--- src/rtl/sub_seq_pkg.sv ---
// Shared types and constants for the byte-serial subtractor.
//   SUB_SEQ_NBYTES_DEF : default operand width in bytes
//   state_t            : controller states IDLE / RUN / DONE
package sub_seq_pkg;

    localparam int unsigned SUB_SEQ_NBYTES_DEF = 4;

    typedef enum logic [1:0] {
        IDLE = 2'd0,
        RUN  = 2'd1,
        DONE = 2'd2
    } state_t;

endpackage

--- src/rtl/sub_seq_ctrl_if.sv ---
// Handshake bundle for sub_seq_ctrl.
//   in_valid/in_ready   : operand offer / accept
//   a, b, bin           : minuend, subtrahend, initial borrow-in
//   out_valid/out_ready : result offer / accept
//   diff, bout          : result and final borrow-out
//   busy                : operation in progress (RUN or DONE)
// Modports: master drives operands and consumes results, slave is the subtractor.
interface sub_seq_ctrl_if
    import sub_seq_pkg::*;
#(
    parameter int unsigned NBYTES = SUB_SEQ_NBYTES_DEF
) ();

    logic                  in_valid;
    logic                  in_ready;
    logic [8*NBYTES-1:0]   a;
    logic [8*NBYTES-1:0]   b;
    logic                  bin;
    logic                  out_valid;
    logic                  out_ready;
    logic [8*NBYTES-1:0]   diff;
    logic                  bout;
    logic                  busy;

    modport master (
        output in_valid, a, b, bin, out_ready,
        input  in_ready, out_valid, diff, bout, busy
    );

    modport slave (
        input  in_valid, a, b, bin, out_ready,
        output in_ready, out_valid, diff, bout, busy
    );

endinterface

--- src/rtl/sub_byte_stage.sv ---
// Purely combinational 8-bit borrow-subtract stage.
//   a, b : byte operands
//   bin  : borrow-in
//   d    : (a - b - bin) mod 256
//   bout : 1 when a < b + bin
module sub_byte_stage (
    input  logic [7:0] a,
    input  logic [7:0] b,
    input  logic       bin,
    output logic [7:0] d,
    output logic       bout
);

    logic [8:0] full;

    // Bit 8 of the 9-bit two's-complement result is set exactly when it went negative.
    always_comb begin
        full = {1'b0, a} - {1'b0, b} - {8'b0, bin};
        d    = full[7:0];
        bout = full[8];
    end

endmodule

--- src/rtl/sub_seq_ctrl.sv ---
// Byte-serial subtractor: diff = (a - b - bin) mod 2^(8*NBYTES), one byte per
// cycle through a single shared sub_byte_stage, LSB first.
//   clk   : clock, rising edge
//   rst_n : synchronous active-low reset
//   bus   : sub_seq_ctrl_if.slave handshake bundle
//   zero  : (only with SUB_SEQ_ZERO_FLAG_EN) 1 in DONE iff diff == 0
// Result appears NBYTES cycles after the accepting edge and is held until out_ready.
module sub_seq_ctrl
    import sub_seq_pkg::*;
#(
    parameter int unsigned NBYTES = SUB_SEQ_NBYTES_DEF
) (
    input  logic          clk,
    input  logic          rst_n,
    sub_seq_ctrl_if.slave bus
`ifdef SUB_SEQ_ZERO_FLAG_EN
    ,
    output logic          zero
`endif
);

    localparam int unsigned W  = 8 * NBYTES;
    localparam int unsigned KW = (NBYTES > 1) ? $clog2(NBYTES) : 1;
    localparam logic [KW-1:0] KLAST = KW'(NBYTES - 1);

    state_t          state_q, state_d;
    logic [KW-1:0]   k_q, k_d;
    logic [W-1:0]    a_q, a_d;
    logic [W-1:0]    b_q, b_d;
    logic [W-1:0]    diff_q, diff_d;
    logic            borrow_q, borrow_d;

    logic [7:0]      a_byte, b_byte, stage_d;
    logic            stage_bout;

    assign a_byte = a_q[8*k_q +: 8];
    assign b_byte = b_q[8*k_q +: 8];

    sub_byte_stage u_stage (
        .a    (a_byte),
        .b    (b_byte),
        .bin  (borrow_q),
        .d    (stage_d),
        .bout (stage_bout)
    );

    // State register
    always_ff @(posedge clk) begin
        if (!rst_n) begin
            state_q <= IDLE;
        end else begin
            state_q <= state_d;
        end
    end

    // Next-state logic
    always_comb begin
        state_d = state_q;
        unique case (state_q)
            IDLE:    if (bus.in_valid)  state_d = RUN;
            RUN:     if (k_q == KLAST)  state_d = DONE;
            DONE:    if (bus.out_ready) state_d = IDLE;
            default: state_d = IDLE;
        endcase
    end

    // Outputs
    always_comb begin
        bus.in_ready  = (state_q == IDLE);
        bus.out_valid = (state_q == DONE);
        bus.busy      = (state_q != IDLE);
        bus.diff      = diff_q;
        bus.bout      = borrow_q;
    end

    // Datapath next-state
    always_comb begin
        k_d      = k_q;
        a_d      = a_q;
        b_d      = b_q;
        diff_d   = diff_q;
        borrow_d = borrow_q;
        unique case (state_q)
            IDLE: begin
                if (bus.in_valid) begin
                    a_d      = bus.a;
                    b_d      = bus.b;
                    borrow_d = bus.bin;
                    k_d      = '0;
                end
            end
            RUN: begin
                diff_d[8*k_q +: 8] = stage_d;
                borrow_d           = stage_bout;
                // k parks on the last byte; only a new accept clears it.
                if (k_q != KLAST) k_d = k_q + KW'(1);
            end
            default: ;
        endcase
    end

    always_ff @(posedge clk) begin
        if (!rst_n) begin
            k_q      <= '0;
            a_q      <= '0;
            b_q      <= '0;
            diff_q   <= '0;
            borrow_q <= 1'b0;
        end else begin
            k_q      <= k_d;
            a_q      <= a_d;
            b_q      <= b_d;
            diff_q   <= diff_d;
            borrow_q <= borrow_d;
        end
    end

`ifdef SUB_SEQ_ZERO_FLAG_EN
    // Sticky "some written byte was non-zero" flag.
    logic nz_q, nz_d;

    always_comb begin
        nz_d = nz_q;
        if (state_q == IDLE && bus.in_valid) nz_d = 1'b0;
        else if (state_q == RUN)             nz_d = nz_q | (|stage_d);
    end

    always_ff @(posedge clk) begin
        if (!rst_n) nz_q <= 1'b0;
        else        nz_q <= nz_d;
    end

    assign zero = (state_q == DONE) && !nz_q;
`endif

endmodule

--- src/flat_wrapper.sv ---
// flat-port wrapper written by rule: the top's interface ports become plain ports
module sub_seq_ctrl_flat import sub_seq_pkg::*;
#(
    parameter int unsigned NBYTES = SUB_SEQ_NBYTES_DEF
)
  (clk, rst_n, bus_in_valid, bus_a, bus_b, bus_bin, bus_out_ready, bus_in_ready, bus_out_valid, bus_diff, bus_bout, bus_busy);
  sub_seq_ctrl_if #(.NBYTES(NBYTES)) bus_i ();
  input  logic clk;
  input  logic rst_n;
  input wire logic [$bits(bus_i.in_valid)-1:0] bus_in_valid;
  input wire logic [$bits(bus_i.a)-1:0] bus_a;
  input wire logic [$bits(bus_i.b)-1:0] bus_b;
  input wire logic [$bits(bus_i.bin)-1:0] bus_bin;
  input wire logic [$bits(bus_i.out_ready)-1:0] bus_out_ready;
  output wire logic [$bits(bus_i.in_ready)-1:0] bus_in_ready;
  output wire logic [$bits(bus_i.out_valid)-1:0] bus_out_valid;
  output wire logic [$bits(bus_i.diff)-1:0] bus_diff;
  output wire logic [$bits(bus_i.bout)-1:0] bus_bout;
  output wire logic [$bits(bus_i.busy)-1:0] bus_busy;
  assign bus_i.in_valid = bus_in_valid;
  assign bus_i.a = bus_a;
  assign bus_i.b = bus_b;
  assign bus_i.bin = bus_bin;
  assign bus_i.out_ready = bus_out_ready;
  assign bus_in_ready = bus_i.in_ready;
  assign bus_out_valid = bus_i.out_valid;
  assign bus_diff = bus_i.diff;
  assign bus_bout = bus_i.bout;
  assign bus_busy = bus_i.busy;
  sub_seq_ctrl #(.NBYTES(NBYTES)) u_core (.clk(clk), .rst_n(rst_n), .bus(bus_i));
endmodule
--- config.mk ---
export PLATFORM = sky130hd
export DESIGN_NAME = sub_seq_ctrl_flat
export DESIGN_NICKNAME = d
export VERILOG_FILES = /design/src/rtl/sub_seq_pkg.sv /design/src/rtl/sub_seq_ctrl_if.sv /design/src/rtl/sub_byte_stage.sv /design/src/rtl/sub_seq_ctrl.sv /design/src/flat_wrapper.sv
export SDC_FILE = /design/constraint.sdc
export NUM_CORES = 1
export LEC_CHECK = 0
export BUFFER_PORTS_ARGS = -buffer_cell sky130_fd_sc_hd__buf_2
export CAP_MARGIN = 25
export CELL_PAD_IN_SITES_DETAIL_PLACEMENT = 0
export CELL_PAD_IN_SITES_GLOBAL_PLACEMENT = 1
export CORE_MARGIN = 10
export CORE_UTILIZATION = 34
export DETAILED_ROUTE_END_ITERATION = 16
export PLACE_DENSITY_LB_ADDON = 0.1
export SLEW_MARGIN = 10
export SYNTH_ARGS = -nofsm -noshare
export SYNTH_HDL_FRONTEND = slang
export SYNTH_HIERARCHICAL = 1
export SYNTH_SLANG_ARGS = --single-unit
--- constraint.sdc ---
create_clock -name clk -period 3.4 [get_ports clk]
set_clock_uncertainty 0.05 [all_clocks]
set_input_delay 0.34 -clock clk [delete_from_list [all_inputs] [get_ports clk]]
set_output_delay 0.34 -clock clk [all_outputs]
set_load 0.01 [all_outputs]
==> results of run 1 <==
report_power, final:
part | internal, µW | switching [µW] | leakage, µW
sequential | 1240 | 39.9 | 0.000824
clock | 574 | 453 | 0.000140
combinational | 245 | 331 | 0.00150
synthesized netlist by cell type (all sizes together), types with 3 or more instances:
cell type  count  share of area, %
nand2        170                13
dfxtp        101                42
a21boi        66                10
inv           28               2.2
o22ai         27               3.5
buf           23               3.5
ha            19               4.9
mux4          16               7.5
clkbuf        12              0.94
a32o           8               1.7
nor2           6              0.47
a21oi          4              0.57
and3b          3              0.55
mux2i          3              0.62
nand4          3               1.0
o21ai          3              0.31
xnor2          3              0.55
worst paths after layout:
path | start | to | slack (ns)
setup reg to reg | u_core/k_q[0]$_SDFFE_PN0P_ | u_core/bus.diff[13]$_SDFFE_PN0P_ | 0.31
hold / removal | bus_a[17] | u_core/a_q[17]$_SDFFE_PN0P_ | 0.17
setup / recovery | u_core/k_q[0]$_SDFFE_PN0P_ | u_core/bus.diff[13]$_SDFFE_PN0P_ | 0.31
hold reg to reg | u_core/b_q[26]$_SDFFE_PN0P_ | u_core/b_q[26]$_SDFFE_PN0P_ | 0.40
layout make-up:
type | instances | share of cell area [%]
Clock inverter | 5 | 1.05
Inverter | 28 | 1.83
Tap cell | 180 | 3.93
Multi-Input combinational cell | 359 | 43.2
Sequential cell | 101 | 35.3
Clock buffer | 11 | 4.06
Timing Repair Buffer | 113 | 10.7
flip-flops by register name, summed over array words and instances, names as in the netlist:
register,count
u_core/a_q,32
u_core/b_q,32
u_core/bus.diff,32
u_core/k_q,2
u_core/state_q,2
u_core/bus.bout,1
logic make-up after synthesis:
group | share of synthesized area (%)
flops | 42.0
fa+ha+maj | 5.77
mux | 8.11
buf+inv | 6.65
xor+xnor | 0.910
simple gates | 19.1
compound gates | 17.5
layer usage:
layer	vias to the layer above	wire length, µm	share of wire (%)
li1	1955	-	-
met1	1819	6530	49
met2	90	5860	44
met3	14	677	5.1
met4	0	177	1.3
met5	-	0	0
worst min-delay path: cells and delay by family:
family | cells | cell delay (ns)
buffers and inverters | 1 | 0.10
and+or+nand+nor | 1 | 0.04
AOI/OAI and AO/OA | 1 | 0.04
metrics by stage:
stage / util [%] / power, µW
finish: 41.3 / 2880
global placement: 39.2 / 1880
CTS: 41.3 / 2930
global route: 41.3 / 3030
floorplan: - / 1710
detailed placement: 39.2 / 1890
==> impl_metrics.env, run 1 <==
export IMPL_clock_path_buffers=2
export IMPL_async_reset_ff_share_pct=0
export IMPL_fin_crit_ns=3.09
export IMPL_hp_class="input pin to register"
export IMPL_powerDensity_nw_per_um2=503
export IMPL_dr_pass1_iters=4
export IMPL_routabilityCongestion=0.774
export IMPL_grtUsageMet3_pct=3.66
export IMPL_drc_errors=0
export IMPL_final_area_um2=5740
export IMPL_numPlacedInstances=781
export IMPL_tightest_slew_ns=0.818
export IMPL_irDropWorstVdd_mv=0.311
export IMPL_stdcell_count=797
export IMPL_cts_setup_buffers=0
export IMPL_num_io_pins=105
export IMPL_die_area_um2=19300
export IMPL_nets=702
export IMPL_critPathTopFamily="adder cells"
export IMPL_cts_buffers_inserted=9
export IMPL_cts_repair_resized=0
export IMPL_num_vias=3878
export IMPL_leakage_uw=0.00246
export IMPL_ff2ff_path_depth=11
export IMPL_syn_inst=523
export IMPL_ys_types=47
export IMPL_regArea_um2=2020
export IMPL_io_buffers=104
export IMPL_die_h_um=139
export IMPL_cp_required_ns=3.62
export IMPL_drtIter0Drc=231
export IMPL_wl_per_cell_um=16.6
export IMPL_worstSetupEndpointType="register"
export IMPL_yosysSeqAreaShare_pct=42.0
export IMPL_final_cell_mix="nand2_1 (169), buf_2 (104), dfxtp_1 (101)"
export IMPL_hold_buffers=0
export IMPL_grt_max_degree=72
export IMPL_hold_worst_slack_ns=0.173
export IMPL_slowest_stage="fa_1"
export IMPL_finalCritPeriodShare_pct=91.0
export IMPL_rsz0062_at_grt="false"
export IMPL_grt_met2_usage_pct=20.9
export IMPL_htree_levels=3
export IMPL_drv_slew=0
export IMPL_first_global_vias=3993
export IMPL_dp_slack_ns=0.336
export IMPL_tns_ns=0
export IMPL_avgSynthCellArea_um2=9.20
export IMPL_nFillCells=1482
export IMPL_crit_buf_inv=2
export IMPL_busiest_layer="met2"
export IMPL_area_delta_synth_final_pct=19.2
export IMPL_synth_net_count=613
export IMPL_ys_ff_latch=101
export IMPL_yosysWarnings=6
export IMPL_relSlewSlack_pct=45.4
export IMPL_synthesis_area_um2=4810
export IMPL_cpMostUsedCell="o22ai_1"
export IMPL_dp_hpwl_um=10100
export IMPL_rows=43
export IMPL_track_usage_pct=13.6
export IMPL_setup_viol=0
export IMPL_cp_cell_sequence="buf_4, mux4_2, fa_1, inv_1, ha_1, o21ai_1, a21boi_2, o22ai_1, xnor2_1, nand2_1, o22ai_1"
export IMPL_clock_sinks=101
export IMPL_final_common_cell="nand2_1"
export IMPL_design_core_area_um2=13900
export IMPL_cpPeakStageDelay_ns=0.57
export IMPL_hold_depth=3
export IMPL_grt_pass1_wl_um=21500
export IMPL_wirelength_um=13200
export IMPL_crit_cells=11
export IMPL_cap_violations=0
export IMPL_critPathKind="register to register"
export IMPL_cp_max_fo=12
export IMPL_setup_ws_ns=0.306
export IMPL_outcome="finished, final reports clean"
export IMPL_dpl_instance_area_um2=5440
export IMPL_finalHoldViolations=0
export IMPL_multi_input_area_um2=2480
export IMPL_clkTransAtPathRegs_ns=0.07
export IMPL_timing_fmax_ghz=0.323
export IMPL_die_w_um=139
export IMPL_vias_per_cell=4.87
export IMPL_synth_ff_type="dfxtp_1"
export IMPL_start_kind="register"
export IMPL_initial_utilization_pct=34.7
export IMPL_crit_arrival_ns=3.31
export IMPL_cts_tree="yes"
export IMPL_diodes=0
export IMPL_cts_root_buf="clkbuf_16"
export IMPL_overflow=0
export IMPL_ant_nets=0
export IMPL_clkLatencyLatePin_ns=0.35
export IMPL_gr_usage_met1_pct=17.9
export IMPL_antenna_found_initial=0
export IMPL_synth_edf_count=0
export IMPL_drive_gt1_share_pct=25.8
No activity file was read; power rests on OpenSTA's default activity.
==> inputs of run 2 (changes only) <==
--- a/config.mk
+++ b/config.mk
@@ -12,6 +12,7 @@
 export CORE_MARGIN = 10
 export CORE_UTILIZATION = 34
 export DETAILED_ROUTE_END_ITERATION = 16
+export GPL_TIMING_DRIVEN = 0
 export PLACE_DENSITY_LB_ADDON = 0.1
 export SLEW_MARGIN = 10
 export SYNTH_ARGS = -nofsm -noshare
==> run 2 against run 1 <==
Routed wire length rose by 4.0%. Utilization is 1.0 points higher. Sequential share of layout area shrank 0.81 points. Worst hold slack got worse by 0.0042 ns. Critical path depth rose by 1. Cell count up 3.3%. Critical endpoint is now u_core/bus.diff[21]$_SDFFE_PN0P_.
==> impl_metrics.env, run 2 (synthesis gave the netlist of run 1 again) <==
export IMPL_fin_crit_ns=3.18
export IMPL_cpPeakStageDelay_ns=0.57
export IMPL_diodes=0
export IMPL_clock_sinks=101
export IMPL_track_usage_pct=14.3
export IMPL_dr_pass1_iters=4
export IMPL_design_core_area_um2=13900
export IMPL_num_io_pins=105
export IMPL_worstSetupEndpointType="register"
export IMPL_p_clk_share_pct=36.0
export IMPL_wl_per_cell_um=16.7
export IMPL_grt_pass1_wl_um=22200
export IMPL_p_comb_share_pct=20.5
export IMPL_final_cell_mix="nand2_1 (169), buf_2 (112), dfxtp_1 (100)"
export IMPL_drive_gt1_share_pct=26.9
export IMPL_nets=728
export IMPL_relSlewSlack_pct=64.6
export IMPL_ff2ff_path_depth=12
export IMPL_cp_cell_sequence="clkbuf_4, buf_4, mux4_2, fa_1, inv_1, ha_1, o21ai_1, a21boi_2, o22ai_1, xnor2_1, nand2_1, o22ai_1"
export IMPL_grt_max_degree=17
export IMPL_clock_path_buffers=2
export IMPL_numPlacedInstances=807
export IMPL_hp_class="input pin to register"
export IMPL_stdcell_count=823
export IMPL_cts_setup_buffers=0
export IMPL_sw_frac_of_total_pct=28.8
export IMPL_drv_slew=0
export IMPL_cap_violations=0
export IMPL_min_delay_start="bus_a[25]"
export IMPL_clkLatencyLatePin_ns=0.35
export IMPL_regArea_um2=2020
export IMPL_reg2reg_slack_ns=0.22
export IMPL_hold_depth=3
export IMPL_setup_viol=0
export IMPL_io_buffers=104
export IMPL_wirelength_um=13800
export IMPL_worstReg2RegStart="u_core/k_q[1]$_SDFFE_PN0P_"
export IMPL_finalHoldViolations=0
export IMPL_crit_arrival_ns=3.41
export IMPL_irDropWorstVdd_mv=0.227
export IMPL_cts_tree="yes"
export IMPL_die_w_um=139
export IMPL_area_delta_synth_final_pct=22.0
export IMPL_die_h_um=139
export IMPL_seqPwrFrac_pct=43.4
export IMPL_r2r_end="u_core/bus.diff[21]$_SDFFE_PN0P_"
export IMPL_timing_fmax_ghz=0.315
export IMPL_rows=43
export IMPL_cts_buffers_inserted=9
export IMPL_outcome="finished, final reports clean"
export IMPL_nFillCells=1455
export IMPL_clkTransAtPathRegs_ns=0.07
export IMPL_leakage_uw=0.00254
export IMPL_routabilityCongestion=0.770
export IMPL_multi_input_area_um2=2470
export IMPL_first_global_vias=4089
export IMPL_finalCritPeriodShare_pct=93.5
export IMPL_cp_max_fo=10
export IMPL_dp_hpwl_um=10900
export IMPL_drc_errors=0
export IMPL_holdPathEnd="u_core/a_q[25]$_SDFFE_PN0P_"
export IMPL_rsz0062_at_grt="false"
export IMPL_drtIter0Drc=217
export IMPL_powerDensity_nw_per_um2=500
export IMPL_tightest_slew_ns=0.527
export IMPL_cts_root_buf="clkbuf_16"
export IMPL_power_internal_uw=2090
export IMPL_initial_utilization_pct=34.7
export IMPL_die_area_um2=19300
export IMPL_final_common_cell="nand2_1"
export IMPL_cp_required_ns=3.63
export IMPL_vias_per_cell=4.81
export IMPL_tns_ns=0
export IMPL_start_kind="register"
export IMPL_p_sw_uw=846
export IMPL_cpMostUsedCell="o22ai_1"
export IMPL_overflow=0
export IMPL_htree_levels=3
export IMPL_slowest_stage="fa_1"
export IMPL_num_vias=3955
export IMPL_critPathKind="register to register"
export IMPL_ant_nets=0
export IMPL_antenna_found_initial=0
## run 2: cell types whose count changed in the layout (fill, tap and decap cells not counted), moves of 2 or more
cell,change
buf_2,+8
clkbuf_1,+12
buf_6,+8
buf_12,-2
## run 2: metal layers
layer | GRT usage, % | share of wire [%]
met5 | 0 | 0
met4 | 4.78 | 1.2
met3 | 3.66 | 5.7
met2 | 22.5 | 45
met1 | 18.5 | 48
## run 2: final cells by class
cell class                 instances  share of cell area, %
tap                              180                   3.83
inverter                          28                   1.79
sequential                       101                   34.4
timing repair buffer             104                   8.86
clock inverter                     4                  0.937
buffer                            35                   3.88
multi-input combinational        359                   42.1
clock buffer                      12                   4.20
## run 2: how the worst max path moves through the flow
stage                                     from                                to  slack [ns]  cells after the start
global route        u_core/k_q[1]$_SDFFE_PN0P_  u_core/bus.diff[14]$_SDFFE_PN0P_        0.02                     13
global placement    u_core/k_q[1]$_SDFFE_PN0P_  u_core/bus.diff[22]$_SDFFE_PN0P_        0.06                     13
floorplan           u_core/k_q[0]$_SDFFE_PN0P_  u_core/bus.diff[13]$_SDFFE_PN0P_        0.49                     11
finish              u_core/k_q[1]$_SDFFE_PN0P_  u_core/bus.diff[21]$_SDFFE_PN0P_        0.22                     12
detailed placement  u_core/k_q[1]$_SDFFE_PN0P_  u_core/bus.diff[21]$_SDFFE_PN0P_        0.02                     12
CTS                 u_core/k_q[1]$_SDFFE_PN0P_  u_core/bus.diff[21]$_SDFFE_PN0P_        0.04                     12
## run 2: metrics by stage
stage | instance area [µm²] | hold slack [ns] | setup WS, ns | power (µW) | util (%)
finish | 5870 | 0.169 | 0.221 | 2940 | 42.3
global route | 5870 | 0.166 | 0.0189 | 3100 | 42.3
CTS | 5860 | 0.160 | 0.0362 | 2980 | 42.2
detailed placement | 5560 | 0.396 | 0.0222 | 1910 | 40.0
global placement | 5560 | 0.390 | 0.0615 | 1900 | 40.0
floorplan | 4810 | 0.382 | 0.494 | 1710 | -
## run 2: power by group through the flow
stage	Clock (µW)	Combinational, µW	Sequential, µW
floorplan	0	419	1290
global placement	0	603	1300
detailed placement	0	611	1300
CTS	1090	615	1280
global route	1140	678	1280
finish	1060	604	1280
## run 2: critical path: cells and delay by family, from the launching register on
kind / cells / cell delay [ns]
AOI/OAI and AO/OA: 4 / 0.71
buffers and inverters: 3 / 0.54
xor gates and xnor gates: 1 / 0.18
adders and majority gates: 2 / 0.73
muxes: 1 / 0.35
DFF: 1 / 0.37
and+or+nand+nor: 1 / 0.17
## run 2: timing repair
| action | in CTS | in global routing |
|---|---|---|
| resized for setup | 0 | 6 |
| hold buffers | 0 | 0 |
| setup endpoints to repair | 0 | 9 |
==> inputs of run 3 (changes only) <==
--- a/config.mk
+++ b/config.mk
@@ -9,7 +9,7 @@
 export CAP_MARGIN = 25
 export CELL_PAD_IN_SITES_DETAIL_PLACEMENT = 0
 export CELL_PAD_IN_SITES_GLOBAL_PLACEMENT = 1
-export CORE_MARGIN = 10
+export CORE_MARGIN = 1.5
 export CORE_UTILIZATION = 34
 export DETAILED_ROUTE_END_ITERATION = 16
 export GPL_TIMING_DRIVEN = 0
==> run 3 against run 2 <==
Routed wire length down 6.3%. Global-route usage up 4.0 points. Total power up 2.0%. Sequential power about the same. Flip-flop and latch count unchanged. Sequential share of layout area down 0.14 points. Die area down 23%. Worst hold slack worse by 0.00075 ns. Clock-buffer cell count down 2. Largest cell class unchanged. Maximum frequency up 1.2%. Via count down 1.4%. Highest routed layer unchanged. Utilization up 0.34 points.
==> impl_metrics.env, run 3 (synthesis gave the netlist of run 1 again) <==
export IMPL_outcome="finished, final reports clean"
export IMPL_drtIter0Drc=187
export IMPL_finalCritPeriodShare_pct=92.4
export IMPL_initial_utilization_pct=34.8
export IMPL_cts_tree="yes"
export IMPL_drv_slew=0
export IMPL_clock_path_buffers=2
export IMPL_cp_max_fo=10
export IMPL_final_common_cell="nand2_1"
export IMPL_critPathKind="register to register"
export IMPL_cts_setup_buffers=0
export IMPL_design_core_area_um2=13800
export IMPL_die_h_um=122
export IMPL_busiest_layer="met2"
export IMPL_num_io_pins=105
export IMPL_final_cell_mix="nand2_1 (169), buf_2 (112), dfxtp_1 (100)"
export IMPL_finalHoldViolations=0
export IMPL_track_usage_pct=18.2
export IMPL_clkTransAtPathRegs_ns=0.07
export IMPL_worstSetupEndpointType="register"
export IMPL_num_vias=3898
export IMPL_cts_repair_resized=0
export IMPL_drc_errors=0
export IMPL_grt_max_degree=17
export IMPL_antenna_found_initial=0
export IMPL_irDropWorstVdd_mv=0.286
export IMPL_wirelength_um=12900
export IMPL_fin_crit_ns=3.14
export IMPL_regArea_um2=2020
export IMPL_rsz0062_at_grt="false"
export IMPL_ant_nets=0
export IMPL_setup_viol=0
export IMPL_gr_usage_met1_pct=23.5
export IMPL_clock_sinks=101
export IMPL_grtUsageMet3_pct=4.07
export IMPL_overflow=0
export IMPL_powerDensity_nw_per_um2=508
export IMPL_relSlewSlack_pct=62.6
export IMPL_io_buffers=104
export IMPL_hold_buffers=0
export IMPL_first_global_vias=3853
export IMPL_cap_violations=0
export IMPL_clkLatencyLatePin_ns=0.35
export IMPL_leakage_uw=0.00255
export IMPL_crit_arrival_ns=3.37
export IMPL_multi_input_area_um2=2470
export IMPL_diodes=0
export IMPL_cts_root_buf="clkbuf_16"
export IMPL_tightest_slew_ns=0.561
export IMPL_nFillCells=1423
export IMPL_hp_class="input pin to register"
export IMPL_rows=43
export IMPL_vias_per_cell=4.74
export IMPL_grt_met2_usage_pct=30.7
export IMPL_start_kind="register"
export IMPL_timing_fmax_ghz=0.318
export IMPL_reg2reg_slack_ns=0.26
export IMPL_dr_pass1_iters=6
export IMPL_cts_buffers_inserted=9
export IMPL_htree_levels=3
export IMPL_cp_required_ns=3.63
export IMPL_dp_hpwl_um=10100
export IMPL_drive_gt1_share_pct=27.4
export IMPL_grt_pass1_wl_um=20300
export IMPL_die_area_um2=14900
export IMPL_area_delta_synth_final_pct=22.5
export IMPL_tns_ns=0
export IMPL_wl_per_cell_um=15.7
export IMPL_die_w_um=122
export IMPL_nets=728
export IMPL_routabilityCongestion=0.756
export IMPL_final_core_utilization_pct=42.7
run 3: cell types whose count changed in the layout (fill, tap and decap cells not counted):
cell | previous run | this run
clkbuf_1 | 14 | 12
inv_6 | 1 | 0
bufinv_16 | 1 | 2
buf_4 | 6 | 7
buf_6 | 8 | 7
clkinv_2 | 0 | 2
o21ai_2 | 0 | 1
o21ai_1 | 1 | 0
run 3: cell type report:
class	instances	area share [%]
Clock buffer	10	4.05
Timing Repair Buffer	104	8.82
Buffer	35	3.80
Tap cell	180	3.82
Clock inverter	6	1.46
Inverter	28	1.78
Multi-Input combinational cell	359	42.0
Sequential cell	101	34.3
run 3: path summary, 6_finish.rpt:
check,start,endpoint,depth (start not counted)
min,bus_b[22],u_core/b_q[22]$_SDFFE_PN0P_,3
max reg2reg,u_core/k_q[1]$_SDFFE_PN0P_,u_core/bus.diff[22]$_SDFFE_PN0P_,13
max,u_core/k_q[1]$_SDFFE_PN0P_,u_core/bus.diff[22]$_SDFFE_PN0P_,13
min reg2reg,u_core/a_q[31]$_SDFFE_PN0P_,u_core/a_q[31]$_SDFFE_PN0P_,2
run 3: worst max-delay path, stage by stage, from the launching register on:
cell and delay (ns):
dfxtp_1 0.36, clkbuf_4 0.25, buf_4 0.24, mux4_2 0.35
inv_1 0.11, fa_1 0.22, inv_1 0.06, fa_1 0.41
a21boi_1 0.21, o211ai_2 0.12, nand2_1 0.09, xor2_1 0.24
nand2_1 0.17, o22ai_1 0.19
run 3: per-stage QoR:
stage / power (µW) / std cells / cell area, µm² / hold WS, ns / setup WS, ns
6_report: 3000 / 823 / 5900 / 0.168 / 0.260
5_1_grt: 3150 / 823 / 5900 / 0.163 / 0.0398
4_1_cts: 3040 / 823 / 5880 / 0.158 / 0.0561
3_5_place_dp: 1910 / 807 / 5560 / 0.395 / 0.0806
3_3_place_gp: 1900 / 807 / 5560 / 0.392 / 0.0571
2_1_floorplan: 1710 / 523 / 4810 / 0.382 / 0.494
run 3: power breakdown:
| group | internal, µW | switching [µW] | total, µW |
|---|---|---|---|
| combinational | 256 | 344 | 600 |
| clock | 664 | 457 | 1120 |
| sequential | 1240 | 36.7 | 1280 |
| total | 2160 | 838 | 3000 |
run 3: metal layers:
layer	up-vias	share of wire [%]	routed length, µm
met5	-	0	0
li1	2004	-	-
met1	1797	47	6100
met2	88	47	6030
met4	0	1.1	144
met3	9	5.0	647
